$ cat src/rtl/f8_mem_pkg.sv
// Shared types and beat helpers for the f8 memory arbiter.
// Shared by the arbiter top and the read-data aligner.
package f8_mem_pkg;

    typedef enum logic [1:0] {IDLE, B0, B1, RESP} arb_state_t;
    typedef enum logic [1:0] {PORT_DW, PORT_DR, PORT_IF, PORT_DMA} arb_port_t;

    typedef struct packed {
        logic        en;
        logic [14:0] addr;
        logic [1:0]  we;
        logic [15:0] wdata;
    } mem_cmd_t;

    function automatic logic [1:0] beat_count(arb_port_t port, logic addr0, logic [1:0] dw_en);
        case (port)
            PORT_IF: beat_count = 2'd2;
            PORT_DR: beat_count = addr0 ? 2'd2 : 2'd1;
            // A write with no enabled lanes still takes one (empty) beat.
            PORT_DW: beat_count = (addr0 && dw_en != 2'b00) ? 2'd2 : 2'd1;
            default: beat_count = 2'd1;
        endcase
    endfunction

    // Memory command for one beat. DMA addresses arrive here as {word, 1'b0}.
    function automatic mem_cmd_t mem_beat(arb_port_t port, logic [15:0] addr, logic beat1,
                                          logic [15:0] data, logic [1:0] en);
        mem_cmd_t cmd;
        cmd.addr  = beat1 ? addr[15:1] + 15'd1 : addr[15:1];
        cmd.we    = 2'b00;
        cmd.wdata = 16'h0000;
        case (port)
            PORT_DW: begin
                if (!addr[0]) begin
                    cmd.we    = en;
                    cmd.wdata = data;
                end else begin
                    // Byte-swapped data serves both beats of an odd write.
                    cmd.we    = beat1 ? {1'b0, en[1]} : {en[0], 1'b0};
                    cmd.wdata = {data[7:0], data[15:8]};
                end
            end
            PORT_DMA: begin
                cmd.we    = en;
                cmd.wdata = data;
            end
            default: ;
        endcase
        cmd.en = (port != PORT_DW) || (cmd.we != 2'b00);
        return cmd;
    endfunction

endpackage

$ cat src/rtl/f8_mem_arbiter_align.sv
// Little-endian reassembly of the beat read words into the requester's view.
module f8_rdata_align
    import f8_mem_pkg::*;
(
    input  arb_port_t   port,
    input  logic        addr0,
    input  logic [15:0] w0,
    input  logic [15:0] w1,
    output logic [23:0] data
);

    always_comb begin
        data = {8'h00, w0};
        case (port)
            PORT_IF: data = addr0 ? {w1, w0[15:8]} : {w1[7:0], w0};
            PORT_DR: if (addr0) data = {8'h00, w1[7:0], w0[15:8]};
            default: ;
        endcase
    end

endmodule

$ cat src/rtl/f8_mem_arbiter.sv
// Arbitrates the f8 core's fetch/read/write ports and a DMA master onto one
// 16-bit byte-lane SRAM, splitting unaligned and 24-bit accesses into beats.
module f8_mem_arbiter
    import f8_mem_pkg::*;
#(
    parameter int STARVE_LIMIT = 8
) (
    input  logic        clk,
    input  logic        reset,
    input  logic        if_req,
    input  logic [15:0] if_addr,
    output logic        if_ready,
    output logic [23:0] if_data,
    input  logic        dr_req,
    input  logic [15:0] dr_addr,
    output logic        dr_ready,
    output logic [15:0] dr_data,
    input  logic        dw_req,
    input  logic [15:0] dw_addr,
    input  logic [15:0] dw_data,
    input  logic [1:0]  dw_en,
    output logic        dw_ready,
    input  logic        dma_req,
    input  logic [14:0] dma_addr,
    input  logic [1:0]  dma_we,
    input  logic [15:0] dma_wdata,
    output logic        dma_ready,
    output logic [15:0] dma_rdata,
    output logic        mem_en,
    output logic [14:0] mem_addr,
    output logic [1:0]  mem_we,
    output logic [15:0] mem_wdata,
    input  logic [15:0] mem_rdata
);

    localparam int CW = $clog2(STARVE_LIMIT + 1);
    localparam logic [CW-1:0] STARVE_MAX = CW'(STARVE_LIMIT);

    arb_state_t    state;
    arb_port_t     owner;
    logic [15:0]   addr_q;
    logic [15:0]   data_q;
    logic [1:0]    en_q;
    logic          two_beat;
    logic [15:0]   w0_q;
    logic [CW-1:0] starve_cnt;
    logic [3:0]    ready_q;
    mem_cmd_t      mem_q;

    arb_port_t   sel_port;
    logic [15:0] sel_addr;
    logic [15:0] sel_data;
    logic [1:0]  sel_en;
    logic        any_req;
    logic [23:0] aligned;

    assign any_req = dw_req | dr_req | if_req | dma_req;

    always_comb begin
        sel_port = PORT_DMA;
        sel_addr = {dma_addr, 1'b0};
        sel_data = dma_wdata;
        sel_en   = dma_we;
        if (dma_req && starve_cnt == STARVE_MAX) begin
            sel_port = PORT_DMA;
        end else if (dw_req) begin
            sel_port = PORT_DW;
            sel_addr = dw_addr;
            sel_data = dw_data;
            sel_en   = dw_en;
        end else if (dr_req) begin
            sel_port = PORT_DR;
            sel_addr = dr_addr;
        end else if (if_req) begin
            sel_port = PORT_IF;
            sel_addr = if_addr;
        end
    end

    always_ff @(posedge clk) begin
        if (reset) begin
            state      <= IDLE;
            owner      <= PORT_DW;
            addr_q     <= '0;
            data_q     <= '0;
            en_q       <= '0;
            two_beat   <= 1'b0;
            w0_q       <= '0;
            starve_cnt <= '0;
            ready_q    <= '0;
            mem_q      <= '0;
        end else begin
            // NOTE: pulses and memory strobes default low each cycle; the case below only raises them.
            ready_q <= '0;
            mem_q   <= '0;
            case (state)
                IDLE: if (any_req) begin
                    owner    <= sel_port;
                    addr_q   <= sel_addr;
                    data_q   <= sel_data;
                    en_q     <= sel_en;
                    two_beat <= (beat_count(sel_port, sel_addr[0], sel_en) == 2'd2);
                    mem_q    <= mem_beat(sel_port, sel_addr, 1'b0, sel_data, sel_en);
                    state    <= B0;
                    if (sel_port == PORT_DMA)
                        starve_cnt <= '0;
                    else if (dma_req)
                        starve_cnt <= starve_cnt + CW'(1);
                end
                B0: if (two_beat) begin
                    mem_q <= mem_beat(owner, addr_q, 1'b1, data_q, en_q);
                    state <= B1;
                end else begin
                    ready_q[owner] <= 1'b1;
                    state          <= RESP;
                end
                B1: begin
                    w0_q           <= mem_rdata;
                    ready_q[owner] <= 1'b1;
                    state          <= RESP;
                end
                default: state <= IDLE;
            endcase
        end
    end

    // The final beat's word is still on mem_rdata during RESP.
    f8_rdata_align u_align (
        .port  (owner),
        .addr0 (addr_q[0]),
        .w0    (two_beat ? w0_q : mem_rdata),
        .w1    (mem_rdata),
        .data  (aligned)
    );

    assign dw_ready  = ready_q[PORT_DW];
    assign dr_ready  = ready_q[PORT_DR];
    assign if_ready  = ready_q[PORT_IF];
    assign dma_ready = ready_q[PORT_DMA];
    assign if_data   = aligned;
    assign dr_data   = aligned[15:0];
    assign dma_rdata = aligned[15:0];
    assign mem_en    = mem_q.en;
    assign mem_addr  = mem_q.addr;
    assign mem_we    = mem_q.we;
    assign mem_wdata = mem_q.wdata;

endmodule
$ cat config.mk
export PLATFORM = sky130hd
export DESIGN_NAME = f8_mem_arbiter
export DESIGN_NICKNAME = d
export VERILOG_FILES = /design/src/rtl/f8_mem_pkg.sv /design/src/rtl/f8_mem_arbiter_align.sv /design/src/rtl/f8_mem_arbiter.sv
export SDC_FILE = /design/constraint.sdc
export NUM_CORES = 1
export LEC_CHECK = 0
export ABC_AREA = 1
export CORE_MARGIN = 10
export CORE_UTILIZATION = 50
export DETAILED_ROUTE_END_ITERATION = 6
export HOLD_SLACK_MARGIN = 0.12
export PLACE_DENSITY = 0.87
export SYNTH_ARGS = -nofsm -noshare
export SYNTH_HDL_FRONTEND = slang
export SYNTH_SLANG_ARGS = --single-unit
$ cat constraint.sdc
create_clock -name clk -period 4.8 [get_ports clk]
set_clock_uncertainty 0.05 [all_clocks]
set_input_delay 0.96 -clock clk [delete_from_list [all_inputs] [get_ports clk]]
set_output_delay 0.96 -clock clk [all_outputs]
set_load 0.02 [all_outputs]
==> impl_results.md <==
- FP Rows: 40
- Setup_tns: 0 ns
- Syn_area_per_cell: between 6 and 7 sq um
- Net Count, Synth: roughly 1,100
- RSZ-0062 raised after global routing: false
- Unique masters post-synth: 41
- Hold Crit Start: addr_q[13]$_SDFFE_PP0P_
- Wire per inst: 15.1 microns
- Final setup violation count: 0
- Pin count of the biggest net entering global routing: 66
- Placed inst area: between 8000 and 9000 sq um
- DR DRC count: 0
- Fmax: around 230 MHz
- Synth Register Bits: 97
- Core area: 12,100 sq um
- Postcts setup bufs: 0
- Routed via count: ~6,600
- Register area: roughly 2000 sq um
- Mapped Area: ~6200 sq um
- Gr usage total: 0.215
- Ys Warns: 0
- I/O pins: ~220
- RR Startpoint: two_beat$_SDFFE_PP0P_
- Full die area: roughly 17,000 sq um
- Initial antenna violation count: 0
- Finished Cell Area: roughly 8400 sq um
- Syn Inst Count: between 900 and 1,000
- Sink Count: 97
- Hold Path Stages: 2
- Number of gates resized after CTS: 0
- Worst-Skew Late Latency: between 0.3 and 0.4 ns
- Layout cell share with drive strength beyond 1: 0.0578
- Placed insts: approximately 1,300
- Vias in the first global route: approximately 6,100
- Pleak: 0.00367 uW
- Area growth, synth to finish: 35.8%
- Detailed Place HPWL: around 14,000 microns
- Maximum vdd ir drop: 0.316 mV
- Wire length of the first global-routing pass: around 30,000 microns
- Die width: approximately 130 microns
- Overall Power: 4700 uW
- Total wire length: 19,200 microns
- Kind of path behind the tightest hold check: register to register
- Multi-input logic area: between 3000 and 4000 sq um
- DRT Pass-1 Iters: 7
- CTS root buffer: clkbuf_16
- Max_cap viols: 0
- Kind of critical path: register to output pin
- Leading cell type in the layout, fill and taps excluded: clkdlybuf4s50_1
- Inserted Diodes: 0
- Worst rel slew slack: 0.314
- Fin crit period: about 4.3 ns
- Startpoint types: register
- Least-Margin Pin Slew: roughly 1.0 ns
- CTS Hold Bufs: 0
- Num CTS Buffers: 9
- DRT antenna net count: 0
- Worst path arrival time: between 3 and 4 ns
- Fin crit share: 0.889
- Worst R2R Path Depth: 6
- Final std cells w/o fill: roughly 1,300
- Power Dens Cells: 561 nW/um^2
- Worst Path Required: 3.79 ns
- Worst Path Max Fanout: 17
- Status: finished, final reports clean
- Placer congestion estimate: roughly 0.94
- I/O Buffers: about 210
- Die extent in y: about 130 microns
- CTS H-tree depth: 3
- Register area share after synthesis: 0.315
- Final-stage net count: around 1,200
- Post-route setup slack: between 0.5 and 0.6 ns
- Number of fill cells: roughly 1,000
- Max Transition Viols Final: 0
- Worst slack, placed: 0.917 ns
- CP Capture Type: output pin
- Clock slew at the register clock pins of the worst setup and hold paths: around 0.060 ns
- Reg2Reg Setup Slack: roughly 2.3 ns
- CTS tree: done
- Iteration-0 DRC Markers: ~600
- Commonest non-fill, non-tap cells in the layout: 213 x clkdlybuf4s50_1, 210 x nand2_1, 123 x inv_1
- Starting Density: 0.511
- Drt via density: 5.19
- Overflow left after global routing: 0
- Final Hold Viols: 0
- Hold Path End: addr_q[13]$_SDFFE_PP0P_
- Worst r2r dst: mem_wdata[2]$_SDFF_PP0_
- CTS max path bufs: 2
==> power by group <==
part,switching [uW],internal (uW)
sequential,150,1040
clock,314,563
combinational,1560,1070
total,2030,2670
==> flip-flops by register name, indices dropped and copies added (netlist names) <==
register	cells
addr_q	16
data_q	16
mem_wdata	16
w0_q	16
mem_addr	15
ready_q	4
starve_cnt	4
en_q	2
mem_we	2
owner	2
state	2
mem_en	1
two_beat	1
==> layout make-up <==
| type | instances | area share |
|---|---|---|
| multi-input cells | 642 | 0.379 |
| repair buffers | 219 | 0.260 |
| flip-flops and latches | 97 | 0.232 |
| clock buffers | 9 | 0.0269 |
| well taps | 168 | 0.0251 |
| inverters | 135 | 0.0605 |
| clock inverters | 6 | 0.0164 |
==> worst max-delay path: stages, from the launching register on <==
cell             delay, ns
dfxtp_1               0.36
inv_1                 0.09
ha_1                  0.36
nand2_1               0.35
inv_1                 0.56
nor2_1                0.11
a211oi_1              0.38
clkdlybuf4s50_1       0.71
==> synth_stat cells, drive strengths merged <==
master,instances,area share
xor2,1,0.0014
o31ai,8,0.0097
a31oi,3,0.0030
ha,11,0.022
nand4,2,0.0020
buf,63,0.077
a21boi,1,0.0012
clkbuf,18,0.011
a22oi,15,0.018
or2,1,0.0010
clkinv,1,0.00061
dfxtp,97,0.31
nor2,109,0.073
o211ai,3,0.0037
a211oi,15,0.019
o21ai,97,0.081
inv,134,0.082
nand2,222,0.14
a21oi,95,0.078
o22ai,14,0.014
nor3,16,0.015
nor3b,1,0.0012
a21o,7,0.0085
nand3,21,0.019
==> worst max path at each step <==
stage	startpoint	to
after floorplan	owner[0]$_SDFFE_PP0P_	dr_data[8]
after global placement	mem_rdata[14]	dr_data[14]
after detailed placement	owner[0]$_SDFFE_PP0P_	if_data[14]
after CTS	owner[0]$_SDFFE_PP0P_	if_data[14]
after global routing	owner[1]$_SDFFE_PP0P_	dma_rdata[8]
final	owner[0]$_SDFFE_PP0P_	if_data[14]
==> cell families after synthesis <==
family | count (synthesis) | share of synthesized area
adders and majority gates | 11 | 0.0223
AOI/OAI and AO/OA | 258 | 0.236
xor gates and xnor gates | 1 | 0.00142
and+or+nand+nor | 372 | 0.255
DFF | 97 | 0.315
buffers and inverters | 216 | 0.170
==> stage by stage <==
stage / hold slack, ns / util
final: 0.426 / 0.694
after global routing: 0.454 / 0.694
after CTS: 0.427 / 0.694
after detailed placement: 0.417 / 0.664
after global placement: 0.404 / 0.664
after floorplan: 0.394 / -
==> metal layers <==
layer  global-route usage  wire (microns)  up-vias
met3               0.0697            2080       24
li1                     -               -     3340
met2                0.386            9500      279
met1                0.239            7340     2976
met4               0.0582             306        0
met5                    0               0        -
(Power assumes the default switching activity.)
